<file path="config.mk">
export PLATFORM = sky130hd
export DESIGN_NAME = roi_serial_driver_flat
export DESIGN_NICKNAME = d
export VERILOG_FILES = /design/src/rtl/roi_serial_pkg.sv /design/src/rtl/roi_serial_driver_if.sv /design/src/rtl/roi_serial_shreg.sv /design/src/rtl/roi_serial_driver.sv /design/src/flat_wrapper.sv
export SDC_FILE = /design/constraint.sdc
export NUM_CORES = 2
export LEC_CHECK = 0
export BUFFER_PORTS_ARGS = -buffer_cell sky130_fd_sc_hd__buf_2
export CAP_MARGIN = 20
export CORE_MARGIN = 2
export CORE_UTILIZATION = 40
export DETAILED_ROUTE_END_ITERATION = 16
export GPL_TIMING_DRIVEN = 0
export PLACE_DENSITY = 0.65
export SLEW_MARGIN = 5
export SYNTH_ARGS = -nofsm -noshare
export SYNTH_HDL_FRONTEND = slang
export SYNTH_HIERARCHICAL = 1
export SYNTH_SLANG_ARGS = --single-unit
</file>
<file path="constraint.sdc">
create_clock -name clk -period 8.9 [get_ports clk]
set_input_delay 1.335 -clock clk [delete_from_list [all_inputs] [get_ports clk]]
set_output_delay 1.335 -clock clk [all_outputs]
set_load 0.03 [all_outputs]
</file>
<file path="src/rtl/roi_serial_pkg.sv">
// Shared types and helpers for the bit-serial ROI harness driver.
// Holds the transaction state encoding, the counter-width helper and the latency limit.
package roi_serial_pkg;

  localparam int MAX_DO_LAT = 7;

  typedef enum logic [2:0] {
    IDLE,
    LOAD,
    APPLY,
    RELOAD,
    CAPTURE,
    WAIT_LAT,
    UNLOAD,
    DONE
  } state_t;

  // Bits needed to hold any count from 0 up to and including n.
  function automatic int cnt_width(input int n);
    return (n < 1) ? 1 : $clog2(n + 1);
  endfunction

endpackage

</file>
<file path="src/rtl/roi_serial_driver_if.sv">
// Host-side request/response bundle of the ROI serial driver.
// The host is the master; the driver is the slave.
interface roi_serial_driver_if #(
  parameter int DIN_N  = 256,
  parameter int DOUT_N = 256
);

  logic              start;
  logic [DIN_N-1:0]  vec_in;
  logic              busy;
  logic              done;
  logic [DOUT_N-1:0] vec_out;

  modport master (output start, vec_in, input busy, done, vec_out);
  modport slave  (input start, vec_in, output busy, done, vec_out);

endinterface

</file>
<file path="src/rtl/roi_serial_shreg.sv">
// Width-N shift register: parallel load, shift-left with serial-in at bit 0.
// The serial output is q[N-1]; the owner wires it wherever it is needed.
module roi_serial_shreg #(
  parameter int N = 8
) (
  input  logic         clk,
  input  logic         rst,
  input  logic         load,
  input  logic         shift,
  input  logic [N-1:0] d,
  input  logic         sin,
  output logic [N-1:0] q
);

  // NOTE: datapath flops are reset too, so no X can leak onto di or vec_out after reset.
  always_ff @(posedge clk or posedge rst) begin
    if (rst) begin
      q <= '0;
    end else if (load) begin
      q <= d;
    end else if (shift) begin
      q <= (q << 1) | N'(sin);
    end
  end

endmodule

</file>
<file path="src/rtl/roi_serial_driver.sv">
// Host-side master for the bit-serial ROI harness: shifts a stimulus in MSB-first,
// strobes it twice so the captured response belongs to it, then shifts the response out.
module roi_serial_driver
  import roi_serial_pkg::*;
#(
  parameter int DIN_N  = 256,
  parameter int DOUT_N = 256,
  parameter int DO_LAT = 0
) (
  input  logic                clk,
  input  logic                rst,
  roi_serial_driver_if.slave  host,
  output logic                di,
  output logic                stb,
  input  logic                do_in
);

  localparam int MAX_N = (DIN_N > DOUT_N) ? DIN_N : DOUT_N;
  localparam int CNT_W = cnt_width((MAX_N > DO_LAT) ? MAX_N : DO_LAT);

  state_t            state;
  logic [CNT_W-1:0]  cnt;
  logic              busy_q;
  logic              done_q;
  logic [DOUT_N-1:0] vec_out_q;

  logic              accept;
  logic              piso_shift;
  logic              sipo_shift;
  logic [DIN_N-1:0]  piso_d;
  logic [DIN_N-1:0]  piso_q;
  logic              piso_msb;
  logic [DOUT_N-1:0] sipo_q;
  logic [DOUT_N-1:0] sipo_next;
  logic              piso_lower_unused;

  assign accept = (state == IDLE) && host.start;

  // The stimulus register rotates through itself, so after every full pass it holds
  // vec_q again and RELOAD can replay it without a second copy. It is loaded pre-rotated
  // by one because the first bit leaves on di directly from vec_in at the accept edge.
  assign piso_d     = (host.vec_in << 1) | DIN_N'(host.vec_in[DIN_N-1]);
  assign piso_msb   = piso_q[DIN_N-1];
  assign piso_shift = (((state == LOAD) || (state == RELOAD)) && (cnt != '0))
                    || (state == APPLY);
  assign piso_lower_unused = ^piso_q;

  assign sipo_shift = (state == UNLOAD);
  assign sipo_next  = (sipo_q << 1) | DOUT_N'(do_in);

  roi_serial_shreg #(.N(DIN_N)) u_piso (
    .clk   (clk),
    .rst   (rst),
    .load  (accept),
    .shift (piso_shift),
    .d     (piso_d),
    .sin   (piso_msb),
    .q     (piso_q)
  );

  roi_serial_shreg #(.N(DOUT_N)) u_sipo (
    .clk   (clk),
    .rst   (rst),
    .load  (1'b0),
    .shift (sipo_shift),
    .d     ('0),
    .sin   (do_in),
    .q     (sipo_q)
  );

  // Outputs are registered: each transition sets di/stb for the state being entered.
  // NOTE: sequential state uses non-blocking assignments only, so the defaults below
  // are simply overridden by later assignments in the same edge.
  always_ff @(posedge clk or posedge rst) begin
    if (rst) begin
      state     <= IDLE;
      cnt       <= '0;
      di        <= 1'b0;
      stb       <= 1'b0;
      busy_q    <= 1'b0;
      done_q    <= 1'b0;
      vec_out_q <= '0;
    end else begin
      di     <= 1'b0;
      stb    <= 1'b0;
      done_q <= 1'b0;

      unique case (state)
        IDLE: begin
          if (host.start) begin
            state  <= LOAD;
            cnt    <= CNT_W'(DIN_N - 1);
            busy_q <= 1'b1;
            di     <= host.vec_in[DIN_N-1];
          end
        end

        LOAD: begin
          if (cnt == '0) begin
            state <= APPLY;
            stb   <= 1'b1;
          end else begin
            cnt <= cnt - 1'b1;
            di  <= piso_msb;
          end
        end

        APPLY: begin
          state <= RELOAD;
          cnt   <= CNT_W'(DIN_N - 1);
          di    <= piso_msb;
        end

        RELOAD: begin
          if (cnt == '0) begin
            state <= CAPTURE;
            stb   <= 1'b1;
          end else begin
            cnt <= cnt - 1'b1;
            di  <= piso_msb;
          end
        end

        CAPTURE: begin
          if (DO_LAT != 0) begin
            state <= WAIT_LAT;
            cnt   <= CNT_W'(DO_LAT - 1);
          end else begin
            state <= UNLOAD;
            cnt   <= CNT_W'(DOUT_N - 1);
          end
        end

        WAIT_LAT: begin
          if (cnt == '0) begin
            state <= UNLOAD;
            cnt   <= CNT_W'(DOUT_N - 1);
          end else begin
            cnt <= cnt - 1'b1;
          end
        end

        UNLOAD: begin
          if (cnt == '0) begin
            state     <= DONE;
            done_q    <= 1'b1;
            vec_out_q <= sipo_next;
          end else begin
            cnt <= cnt - 1'b1;
          end
        end

        DONE: begin
          state  <= IDLE;
          busy_q <= 1'b0;
        end

        default: state <= IDLE;
      endcase
    end
  end

  assign host.busy    = busy_q;
  assign host.done    = done_q;
  assign host.vec_out = vec_out_q;

endmodule
</file>
<file path="src/flat_wrapper.sv">
// flat-port wrapper written by rule: the top's interface ports become plain ports
module roi_serial_driver_flat import roi_serial_pkg::*;
#(
  parameter int DIN_N  = 256,
  parameter int DOUT_N = 256,
  parameter int DO_LAT = 0
)
  (clk, rst, di, stb, do_in, host_start, host_vec_in, host_busy, host_done, host_vec_out);
  roi_serial_driver_if #(.DIN_N(DIN_N), .DOUT_N(DOUT_N)) host_i ();
  input  logic clk;
  input  logic rst;
  output logic di;
  output logic stb;
  input  logic do_in;
  input wire logic [$bits(host_i.start)-1:0] host_start;
  input wire logic [$bits(host_i.vec_in)-1:0] host_vec_in;
  output wire logic [$bits(host_i.busy)-1:0] host_busy;
  output wire logic [$bits(host_i.done)-1:0] host_done;
  output wire logic [$bits(host_i.vec_out)-1:0] host_vec_out;
  assign host_i.start = host_start;
  assign host_i.vec_in = host_vec_in;
  assign host_busy = host_i.busy;
  assign host_done = host_i.done;
  assign host_vec_out = host_i.vec_out;
  roi_serial_driver #(.DIN_N(DIN_N), .DOUT_N(DOUT_N), .DO_LAT(DO_LAT)) u_core (.clk(clk), .rst(rst), .host(host_i), .di(di), .stb(stb), .do_in(do_in));
endmodule
</file>
==> impl_metrics.tcl <==
set metrics [dict create \
    clock_latency_ns 0.63 \
    numCtsBuffers 87 \
    whs_ns 0.476 \
    die-area_um2 88200 \
    initial_utilization_pct 40.3 \
    holdBufCountCts 0 \
    min_period_ns 2.59 \
    whs_endpoint "u_core/host.vec_out[92]" \
    cp-start-kind "flip-flop" \
    critical_path_required_ns 7.57 \
    place_congestion 0.852 \
    clkSinkCount 783 \
    drive_above_1_share_pct 21.8 \
    design.core.area_um2 85100 \
    drt_iter0_markers 1162 \
    synth_area_um2 34300 \
    wirelength_um 86000 \
    num_vias 23500 \
    ff2ff_setup_slack_ns 6.49 \
    r2r-end "u_core/u_piso/q[101]" \
    track_usage_pct 19.1 \
    cpPeakStageDelay_ns 0.42 \
    cp_max_fo 2 \
    critPathSlowestCell "dfrtp_1" \
    clockBufferDepth 3 \
    relSlewSlack_pct 53.2 \
    finalCritPeriodShare_pct 29.2 \
    max-vdd-ir-drop_uv 154 \
    cpLargestDelayFamily "flip-flops" \
    ios 520 \
    grt_max_degree 108 \
    fin_skew_ns 0.0244 \
    rsz0062_at_grt "no" \
    hpwl_um 61500 \
    area_delta_synth_final_pct 23.9 \
    critical_path_arrival_ns 1.26 \
    cts-root-buf "clkbuf_16" \
    drc_errors 0 \
    reg2regPathDepth 10 \
    holdCritStartpoint "u_core/host.vec_out[92]" \
    die_w_um 297 \
    ant_nets 0 \
    io_buffers 519 \
    tritoncts "done" \
    postLayoutCellArea_um2 42500 \
    via_per_inst 4.75 \
    grt_pass1_wl_um 135000 \
    final_common_cell "dfrtp_1" \
    hp-class "reg -> reg" \
    endpoint_kind "primary output" \
    antenna_found_initial 17 \
    die_height_um 297 \
    rows 107 \
    wl_per_cell_um 17.4 \
    cts_setup_buffers 0 \
    first_global_vias 23600 \
    final_cell_mix "783 x dfrtp_1, 546 x buf_2, 520 x nand2_1, 512 x mux2i_1, 481 x o21ai_1" \
    ys_warn_count 6 \
    grt_overflow_total 0 \
    report.final.slew_viol_count 0 \
    drv_cap 0 \
    worstMarginPinSlew_ns 0.702 \
    hold_violations 0 \
    cts_resized 0 \
    status "finished clean" \
    critical_path_buf_inv_count 1 \
    r2r-start "u_core/cnt[0]" \
    clock.fmax_mhz 385 \
    power_density_nw_per_um2 231 \
    worstPathCellList "buf_2" \
    syn_avg_cell_area_um2 12.0 \
    nets 3982 \
    holdPathStages 1 \
    placed_cell_area_um2 39500 \
    cts.htree.levels 3 \
    p_leak_uw 0.0211 \
    fill_cells 7731 \
    cts.reportedPaths.clkPinSlew_ns 0.06 \
    setup_violations 0 \
    first_pass_iters 5 \
    path_class "reg -> out" \
    netlist_instances 2851 \
]
sequential cells by signal, summed over array words and instances, names as in the netlist:
| register | cells |
|---|---|
| u_core/host.busy | 1 |
| u_core/u_piso/q | 256 |
| u_core/cnt | 9 |
| u_core/stb | 1 |
| u_core/state | 3 |
| u_core/host.vec_out | 256 |
| u_core/di | 1 |
| u_core/host.done | 1 |
| u_core/u_sipo/q | 255 |
cell type report:
| class | instances | area, µm² | share of cell area [%] |
|---|---|---|---|
| clock inverter | 36 | 474 | 1.12 |
| clock buffer | 122 | 2510 | 5.90 |
| sequential | 783 | 19600 | 46.1 |
| buffer | 204 | 1770 | 4.17 |
| multi-input combinational | 2111 | 13900 | 32.7 |
| antenna | 14 | 35.0 | 0.0824 |
| inverter | 8 | 52.6 | 0.124 |
| timing repair buffer | 525 | 2760 | 6.50 |
| tap | 1144 | 1430 | 3.37 |
stage by stage:
step	std cells	power (µW)	setup slack, ns	utilization (%)	setup TNS, ns
2_1_floorplan	3106	5740	0.0696	-	0
3_3_place_gp	4769	6060	-3.89	46.2	-2529.68
3_5_place_dp	4775	6130	5.90	46.4	0
4_1_cts	4933	9910	6.25	49.9	0
5_1_grt	4947	10400	6.23	49.9	0
6_report	4947	9820	6.31	49.9	0
how the worst max path moves through the flow:
stage / startpoint / to / depth (start not counted)
after global routing: u_core/host.vec_out[244] / host_vec_out[244] / 1
after global placement: rst / u_core/host.vec_out[159] / 2
after floorplan: rst / u_core/cnt[0] / 1
after detailed placement: rst / u_core/host.vec_out[167] / 4
final: u_core/host.vec_out[244] / host_vec_out[244] / 1
after CTS: u_core/host.vec_out[116] / host_vec_out[116] / 1
where the power goes:
part           leakage [µW]  total, µW  switching, µW  internal [µW]
clock network       0.00148       3730           1490           2240
registers           0.00970       4690            421           4270
logic               0.00992       1400            721            677
layer usage:
layer,GRT usage [%],part of all wire [%],vias up
met2,30.6,48,428
met3,4.38,5.0,152
met4,7.66,3.6,0
met1,25.1,44,11500
li1,-,-,11400
met5,0,0,-
Power figures use the tool's default switching activity.
